==> config.mk <==
export PLATFORM = sky130hd
export DESIGN_NAME = spi_flash_responder_flat
export DESIGN_NICKNAME = d
export VERILOG_FILES = /design/src/rtl/spi_flash_responder_if.sv /design/src/rtl/spi_flash_responder.sv /design/src/flat_wrapper.sv
export SDC_FILE = /design/constraint.sdc
export NUM_CORES = 1
export LEC_CHECK = 0
export BUFFER_PORTS_ARGS = -buffer_cell sky130_fd_sc_hd__buf_4
export CORE_ASPECT_RATIO = 0.7
export CORE_MARGIN = 8
export CORE_UTILIZATION = 59
export CTS_CLUSTER_SIZE = 8
export DETAILED_ROUTE_END_ITERATION = 10
export PLACE_DENSITY = 0.85
export SYNTH_ARGS = -nofsm -noshare
export SYNTH_HDL_FRONTEND = slang
export SYNTH_SLANG_ARGS = --single-unit
==> constraint.sdc <==
create_clock -name clk_48mhz -period 2.6 [get_ports clk_48mhz]
set_clock_uncertainty 0.1 [all_clocks]
set_input_delay 0.52 -clock clk_48mhz [delete_from_list [all_inputs] [get_ports clk_48mhz]]
set_output_delay 0.52 -clock clk_48mhz [all_outputs]
set_load 0.01 [all_outputs]
==> src/rtl/spi_flash_responder_if.sv <==
// Byte-wide memory port between the SPI flash responder (master) and the backing store (slave).
interface spi_flash_responder_if #(
  parameter int ADDR_W = 24
);
  logic [ADDR_W-1:0] mem_addr;
  logic              mem_rd_en;
  logic [7:0]        mem_rd_data;
  logic              mem_wr_en;
  logic [7:0]        mem_wr_data;
  logic              mem_erase_req;
  logic              mem_erase_done;

  modport master (
    output mem_addr, mem_rd_en, mem_wr_en, mem_wr_data, mem_erase_req,
    input  mem_rd_data, mem_erase_done
  );

  modport slave (
    input  mem_addr, mem_rd_en, mem_wr_en, mem_wr_data, mem_erase_req,
    output mem_rd_data, mem_erase_done
  );
endinterface

==> src/rtl/spi_flash_responder.sv <==
// SPI mode-0 target emulating a serial NOR flash over a byte-wide memory port.
// Program/erase support (0x06/0x04/0x02/0x20) is built only with SPI_FLASH_RESP_PROGRAM_EN.
module spi_flash_responder #(
  parameter int          ADDR_W   = 24,
  parameter logic [23:0] JEDEC_ID = 24'hEF4016
) (
  input  logic                  clk_48mhz,
  input  logic                  reset,
  input  logic                  spi_sck,
  input  logic                  spi_cs,
  input  logic                  spi_mosi,
  output logic                  spi_miso,
  output logic                  spi_miso_oe,
  spi_flash_responder_if.master mem
);
  typedef enum logic [2:0] {IDLE, CMD, ADDR, DUMMY, DOUT, DIN, IGNORE} state_t;
  typedef enum logic [2:0] {OP_NONE, OP_READ, OP_FAST, OP_PROG, OP_ERASE} op_t;
  typedef enum logic [1:0] {SRC_MEM, SRC_JEDEC, SRC_STATUS} src_t;

  state_t            state_reg;
  op_t               op_reg;
  src_t              src_reg;
  logic [2:0]        sck_sync_reg, cs_sync_reg;
  logic [1:0]        mosi_sync_reg;
  logic [2:0]        bit_pos_reg, byte_cnt_reg;
  logic [6:0]        shift_in_reg;
  logic [22:0]       addr_shift_reg;
  logic [7:0]        shift_out_reg, next_byte_reg;
  logic [1:0]        jedec_idx_reg;
  logic              first_load_reg, rd_pending_reg;
  logic              miso_reg, oe_reg, rd_en_reg, wr_en_reg, erase_req_reg;
  logic [7:0]        wr_data_reg;
  logic [ADDR_W-1:0] addr_reg;
  logic              wip_reg, wel_reg;

  logic        sck_rise, sck_fall, cs_rise, cs_fall, mosi_bit, byte_done;
  logic [7:0]  byte_in, status_byte, load_byte;
  logic [23:0] addr_in;

  assign sck_rise    = sck_sync_reg[1] & ~sck_sync_reg[2];
  assign sck_fall    = ~sck_sync_reg[1] & sck_sync_reg[2];
  assign cs_rise     = cs_sync_reg[1] & ~cs_sync_reg[2];
  assign cs_fall     = ~cs_sync_reg[1] & cs_sync_reg[2];
  assign mosi_bit    = mosi_sync_reg[1];
  assign byte_done   = (bit_pos_reg == 3'd7);
  assign byte_in     = {shift_in_reg, mosi_bit};
  assign addr_in     = {addr_shift_reg, mosi_bit};
  assign status_byte = {6'b0, wel_reg, wip_reg};

  // Byte loaded into the output shifter at each byte boundary of DOUT.
  always_comb begin
    load_byte = status_byte;
    case (src_reg)
      SRC_MEM:   load_byte = next_byte_reg;
      SRC_JEDEC: begin
        case (jedec_idx_reg)
          2'd0:    load_byte = JEDEC_ID[23:16];
          2'd1:    load_byte = JEDEC_ID[15:8];
          2'd2:    load_byte = JEDEC_ID[7:0];
          default: load_byte = 8'h00;
        endcase
      end
      default: ;
    endcase
  end

  always_ff @(posedge clk_48mhz) begin
    if (reset) begin
      state_reg <= IDLE;       op_reg <= OP_NONE;        src_reg <= SRC_MEM;
      sck_sync_reg <= 3'b000;  cs_sync_reg <= 3'b111;    mosi_sync_reg <= 2'b00;
      bit_pos_reg <= '0;       byte_cnt_reg <= '0;       shift_in_reg <= '0;
      addr_shift_reg <= '0;    shift_out_reg <= '0;      next_byte_reg <= '0;
      jedec_idx_reg <= '0;     first_load_reg <= 1'b0;   rd_pending_reg <= 1'b0;
      miso_reg <= 1'b0;        oe_reg <= 1'b0;           rd_en_reg <= 1'b0;
      wr_en_reg <= 1'b0;       erase_req_reg <= 1'b0;    wr_data_reg <= '0;
      addr_reg <= '0;          wip_reg <= 1'b0;          wel_reg <= 1'b0;
    end else begin
      sck_sync_reg   <= {sck_sync_reg[1:0], spi_sck};
      cs_sync_reg    <= {cs_sync_reg[1:0], spi_cs};
      mosi_sync_reg  <= {mosi_sync_reg[0], spi_mosi};
      rd_en_reg      <= 1'b0;
      wr_en_reg      <= 1'b0;
      erase_req_reg  <= 1'b0;
      rd_pending_reg <= rd_en_reg;
      if (mem.mem_erase_done && wip_reg) begin
        wip_reg <= 1'b0;
        wel_reg <= 1'b0;
      end

      if (cs_rise) begin
        state_reg <= IDLE;  oe_reg <= 1'b0;  miso_reg <= 1'b0;
        bit_pos_reg <= '0;  byte_cnt_reg <= '0;
        first_load_reg <= 1'b0;  rd_pending_reg <= 1'b0;
`ifdef SPI_FLASH_RESP_PROGRAM_EN
        if (op_reg == OP_PROG) wel_reg <= 1'b0;
        // Erase only fires on exactly opcode + 24 address bits.
        if (op_reg == OP_ERASE && byte_cnt_reg == 3'd4 && bit_pos_reg == 3'd0) begin
          erase_req_reg <= 1'b1;
          wip_reg       <= 1'b1;
          addr_reg      <= {addr_reg[ADDR_W-1:12], 12'h000};
        end
`endif
      end else if (cs_fall) begin
        state_reg <= CMD;   oe_reg <= 1'b1;  miso_reg <= 1'b0;
        bit_pos_reg <= '0;  byte_cnt_reg <= '0;  op_reg <= OP_NONE;
        first_load_reg <= 1'b0;  rd_pending_reg <= 1'b0;
      end else if (state_reg != IDLE) begin
        if (sck_rise) begin
          bit_pos_reg  <= bit_pos_reg + 3'd1;
          shift_in_reg <= byte_in[6:0];
          if (byte_done && byte_cnt_reg != 3'd7) byte_cnt_reg <= byte_cnt_reg + 3'd1;
          case (state_reg)
            CMD: if (byte_done) begin
              state_reg <= IGNORE;
              miso_reg  <= 1'b0;
              if (byte_in == 8'h05) begin
                src_reg <= SRC_STATUS;  shift_out_reg <= status_byte;
                miso_reg <= status_byte[7];  state_reg <= DOUT;
              end else if (!wip_reg) begin
                case (byte_in)
                  8'h03: begin op_reg <= OP_READ; state_reg <= ADDR; end
                  8'h0B: begin op_reg <= OP_FAST; state_reg <= ADDR; end
                  8'h9F: begin
                    src_reg <= SRC_JEDEC;  shift_out_reg <= JEDEC_ID[23:16];
                    miso_reg <= JEDEC_ID[23];  jedec_idx_reg <= 2'd1;  state_reg <= DOUT;
                  end
`ifdef SPI_FLASH_RESP_PROGRAM_EN
                  8'h06: wel_reg <= 1'b1;
                  8'h04: wel_reg <= 1'b0;
                  8'h02: if (wel_reg) begin op_reg <= OP_PROG;  state_reg <= ADDR; end
                  8'h20: if (wel_reg) begin op_reg <= OP_ERASE; state_reg <= ADDR; end
`endif
                  default: ;
                endcase
              end
            end
            ADDR: begin
              addr_shift_reg <= addr_in[22:0];
              if (byte_done && byte_cnt_reg == 3'd3) begin
                addr_reg <= addr_in[ADDR_W-1:0];
                src_reg  <= SRC_MEM;
                case (op_reg)
                  OP_READ: begin rd_en_reg <= 1'b1; first_load_reg <= 1'b1; state_reg <= DOUT; end
                  OP_FAST: state_reg <= DUMMY;
                  OP_PROG: state_reg <= DIN;
                  default: state_reg <= IGNORE;
                endcase
              end
            end
            DUMMY: if (byte_done) begin
              rd_en_reg <= 1'b1;  first_load_reg <= 1'b1;  state_reg <= DOUT;
            end
            DOUT: if (byte_done) begin
              shift_out_reg <= load_byte;
              if (src_reg == SRC_JEDEC && jedec_idx_reg != 2'd3) jedec_idx_reg <= jedec_idx_reg + 2'd1;
            end
            DIN: if (byte_done) begin
              wr_en_reg <= 1'b1;  wr_data_reg <= byte_in;
            end
            default: ;
          endcase
        end else if (sck_fall && state_reg == DOUT) begin
          miso_reg <= shift_out_reg[3'd7 - bit_pos_reg];
          // Prefetch the following byte while bit 6 goes out.
          if (src_reg == SRC_MEM && bit_pos_reg == 3'd1) begin
            rd_en_reg <= 1'b1;
            addr_reg  <= addr_reg + ADDR_W'(1);
          end
        end
        if (rd_pending_reg && state_reg == DOUT) begin
          if (first_load_reg) begin
            shift_out_reg  <= mem.mem_rd_data;
            miso_reg       <= mem.mem_rd_data[7];
            first_load_reg <= 1'b0;
          end else begin
            next_byte_reg <= mem.mem_rd_data;
          end
        end
        if (wr_en_reg) addr_reg[7:0] <= addr_reg[7:0] + 8'd1;
      end
    end
  end

  assign spi_miso          = miso_reg;
  assign spi_miso_oe       = oe_reg;
  assign mem.mem_addr      = addr_reg;
  assign mem.mem_rd_en     = rd_en_reg;
  assign mem.mem_wr_en     = wr_en_reg;
  assign mem.mem_wr_data   = wr_data_reg;
  assign mem.mem_erase_req = erase_req_reg;
endmodule

==> src/flat_wrapper.sv <==
// flat-port wrapper written by rule: the top's interface ports become plain ports
module spi_flash_responder_flat 
#(
  parameter int          ADDR_W   = 24,
  parameter logic [23:0] JEDEC_ID = 24'hEF4016
)
  (clk_48mhz, reset, spi_sck, spi_cs, spi_mosi, spi_miso, spi_miso_oe, mem_mem_addr, mem_mem_rd_en, mem_mem_wr_en, mem_mem_wr_data, mem_mem_erase_req, mem_mem_rd_data, mem_mem_erase_done);
  spi_flash_responder_if #(.ADDR_W(ADDR_W)) mem_i ();
  input  logic clk_48mhz;
  input  logic reset;
  input  logic spi_sck;
  input  logic spi_cs;
  input  logic spi_mosi;
  output logic spi_miso;
  output logic spi_miso_oe;
  output wire logic [$bits(mem_i.mem_addr)-1:0] mem_mem_addr;
  output wire logic [$bits(mem_i.mem_rd_en)-1:0] mem_mem_rd_en;
  output wire logic [$bits(mem_i.mem_wr_en)-1:0] mem_mem_wr_en;
  output wire logic [$bits(mem_i.mem_wr_data)-1:0] mem_mem_wr_data;
  output wire logic [$bits(mem_i.mem_erase_req)-1:0] mem_mem_erase_req;
  input wire logic [$bits(mem_i.mem_rd_data)-1:0] mem_mem_rd_data;
  input wire logic [$bits(mem_i.mem_erase_done)-1:0] mem_mem_erase_done;
  assign mem_mem_addr = mem_i.mem_addr;
  assign mem_mem_rd_en = mem_i.mem_rd_en;
  assign mem_mem_wr_en = mem_i.mem_wr_en;
  assign mem_mem_wr_data = mem_i.mem_wr_data;
  assign mem_mem_erase_req = mem_i.mem_erase_req;
  assign mem_i.mem_rd_data = mem_mem_rd_data;
  assign mem_i.mem_erase_done = mem_mem_erase_done;
  spi_flash_responder #(.ADDR_W(ADDR_W), .JEDEC_ID(JEDEC_ID)) u_core (.clk_48mhz(clk_48mhz), .reset(reset), .spi_sck(spi_sck), .spi_cs(spi_cs), .spi_mosi(spi_mosi), .spi_miso(spi_miso), .spi_miso_oe(spi_miso_oe), .mem(mem_i));
endmodule
==> reports/metrics.csv <==
stage,metric,value,unit
worst_setup_path,worst-r2r-cell-count,6,
worst_setup_path,critical_path_class,register to register,
die,row_count,29,
clocking,path_clk_slew,0.08,ns
finish,largest_reg_flops,24,
power,clockPowerShare,0.429,
synth,post_synth_instance_area,5490,um2
clocking,postCtsHoldBufs,0,
clocking,clock_tree.htree_level_count,3,
placement,post-place-ws,0.240,ns
timing,worst_pin_slew,0.893,ns
global_route,vias_in_the_first_global_route,5205,
worst_setup_path,path_delay_family,simple AND/OR/NAND/NOR gates,
synth,dominant_combinational_cell_family_by_area_after_synthesis,simple AND/OR/NAND/NOR gates,
placement,gp_routability_congestion,0.900,
status,run_status,"finished, final reports clean",
finish,area_growth_syn_to_layout,14.5,%
worst_setup_path,cp_slowest_cell,dfxtp_1,
finish,finish.instance_area,6280,um2
finish,fillerInstances,723,
timing,max_freq,419,MHz
die,die_ar,12700,um2
power,power.combinational.fraction,0.045,
finish,layout.area.seq,2140,um2
worst_setup_path,cp_data_required_time,2.77,ns
worst_setup_path,worstReg2RegStart,u_core.state_reg[0],
placement,number_of_port_buffers,48,
worst_setup_path,crit_path_max_cell_delay,0.69,ns
synth,synth.yosys.warnings,0,
placement,place_hpwl,11.2,mm
synth,synth.top_cell.area_share,0.390,
timing,final.min_clock_period,2.39,ns
worst_hold_path,whs_path_depth,2,
finish,multi_input_area,3120,um2
synth,yosys.cell_types.count,68,
synth,synth_mux_area_frac,0.0547,
die,die_width,131,um
job,max-cap-violations,0,
timing,setup-violations-final,0,
worst_setup_path,worst_setup_path_startpoint,u_core.state_reg[0],
power,power.sequential.fraction,0.526,
clocking,clockRootBuffer,clkbuf_16,
synth,post-synth-top-count-cell,dfxtp_1,
timing,setup_ws,0.214,ns
worst_setup_path,r2r_setup_slack,0.21,ns
power,static-leakage-power,2.20,nW
routing,detailroute.via_count,5452,
timing,final_hold_viol_count,0,
clocking,clock_insertion_delay_worst_skew,0.36,ns
placement,placed_cell_area,5990,um2
routing,drt_first_pass_iters,6,
global_route,grt_antenna_before_repair,0,
die,die_height,96.7,um
synth,synth_largest_area_cell,dfxtp_1,
synth,synth.top_cells.by_area,"dfxtp_1 (39%), nand2_1 (6.4%), a21oi_1 (6.1%)",
timing,hold_slack,0.242,ns
finish,insertedDiodeCount,0,
clocking,clk_path_buf_depth,2,
power,finalPower,3.15,mW
routing,via_per_inst,6.52,
synth,asyncSetResetFlopFracSynth,0,
timing,max-slew-margin-rel,0.399,
synth,basic_gate_share_of_the_synthesized_area_counting_and_or_nand_and_nor_cells,0.245,
synth,netlist_top_cells_count,"dfxtp_1 (107), nand2_1 (94), a21oi_1 (67), nor2_1 (51), o21ai_0 (33)",
timing,final.setup.tns,0,ns
routing,detail_route.wirelength,15.9,mm
worst_setup_path,start_kind,register,
worst_setup_path,critical_path_data_arrival_time,2.55,ns
global_route,grt_start_max_net_pins,36,
power,total_switching_power,0.781,mW
die,floorplan.initialDensity,0.605,
routing,wl_per_cell,19.0,um
synth,avgSynthCellArea,8.22,um2
timing,rsz0062_at_grt,false,
clocking,cts_tree,built,
synth,yosys.area_share.xor_xnor,0.00479,
worst_setup_path,critical_path_depth,6,
power,irDropWorstVdd,0.000400,V
global_route,global_route.usage.total,0.243,
worst_setup_path,worst_r2r_endpoint,u_core.shift_out_reg[1],
die,i_o_pins,51,
power,power.density,501,nW/um2
worst_setup_path,worst_setup_path_end_kind,register,
clocking,clock_sinks,107,
synth,synthesized_area_fraction_occupied_by_ao_oa_aoi_and_oai_cells,0.229,
worst_setup_path,path_max_fanout,14,
global_route,globalRoute.totalOverflow,0,
synth,synth_edf_count,0,
die,core,9070,um2
power,intPower,2.37,mW
worst_setup_path,endpoint_of_the_worst_setup_timing_path,u_core.shift_out_reg[1],
timing,fin_crit_sh,0.918,
global_route,grt_pass1_wl,26.1,mm
worst_setup_path,crit_path_cell_trace,"or3_1, nand2_1, buf_4, nor2_1, o21ai_0, o32ai_1",
worst_hold_path,min-delay-path-class,primary input to register,
routing,antenna_violating_nets_left,0,
finish,final_net_count,736,
routing,post-route-drc-count,0,
synth,postSynthRegisterBits,107,
power,power.share.switching,0.248,
worst_setup_path,critical_path.n_buffers_inverters,1,
synth,synth_flop_cell,dfxtp_1,
clocking,cts_buffers,9,
routing,dr.first_iter.drc_count,732,
synth,post_synth_inst_count,668,
synth,synth-seq-area-share,0.390,
timing,final-max-slew-violation-count,0,
finish,final_layout_size_suffix_gt1_frac,0.154,
synth,synthesis.nets,697,
synth,synth-adder-area-share,0.0342,
layer usage:
layer,vias up,part of all wire,track usage
met1,2567,0.43,0.315
li1,2518,-,-
met2,335,0.45,0.369
met5,-,0,0
met3,32,0.11,0.0754
met4,0,0.020,0.0932
area by class of cell:
class,instances,area share
Multi-Input combinational cell,505,0.497
Sequential cell,107,0.341
Timing Repair Buffer,68,0.0812
Clock buffer,9,0.0358
Tap cell,124,0.0247
Clock inverter,7,0.0111
Inverter,16,0.00956
stage by stage:
| stage | util | cells |
|---|---|---|
| CTS | 0.693 | 836 |
| global placement | 0.660 | 820 |
| floorplan | - | 668 |
| finish | 0.693 | 836 |
| detailed placement | 0.660 | 820 |
| global route | 0.693 | 836 |
layout by cell type (no fill, tap or decap), types with 9 or more instances in the layout:
cell type / instances
dfxtp_1: 107
nand2_1: 94
buf_4: 68
a21oi_1: 67
nor2_1: 51
o21ai_0: 33
mux2i_1: 21
nand3_1: 20
inv_1: 16
a211oi_1: 16
ha_1: 14
nor3_1: 13
nand4_1: 11
or3_1: 10
nor2b_1: 10
o21ai_1: 9
o22ai_1: 9
a22oi_1: 9
clkbuf_16: 9
timing repair:
action | 4_1_cts | 5_1_grt
resized for setup | 0 | 1
setup endpoints to repair | 0 | 1
setup buffers | 0 | 0
hold endpoints to repair | 0 | 0
worst min path at each step:
stage	end	from	slack, ns
floorplan	u_core.cs_sync_reg[1]	u_core.cs_sync_reg[0]	0.29
global placement	u_core.cs_sync_reg[1]	u_core.cs_sync_reg[0]	0.29
detailed placement	u_core.cs_sync_reg[1]	u_core.cs_sync_reg[0]	0.29
CTS	u_core.cs_sync_reg[0]	spi_cs	0.24
global route	u_core.cs_sync_reg[0]	spi_cs	0.25
finish	u_core.cs_sync_reg[0]	spi_cs	0.24
power groups by stage:
| stage | Combinational [mW] | Sequential (mW) | Clock [mW] |
|---|---|---|---|
| floorplan | 0.0895 | 1.69 | 0 |
| global placement | 0.131 | 1.69 | 0 |
| CTS | 0.136 | 1.66 | 1.36 |
| global route | 0.149 | 1.66 | 1.42 |
| finish | 0.140 | 1.66 | 1.35 |
| detailed placement | 0.135 | 1.69 | 0 |
cell families after synthesis:
group,count (synthesis)
AOI/OAI and AO/OA,196
muxes,27
xor gates and xnor gates,3
buffers and inverters,56
DFF,107
adders and majority gates,15
other,1
and+or+nand+nor,263
Power figures use the tool's default switching activity.
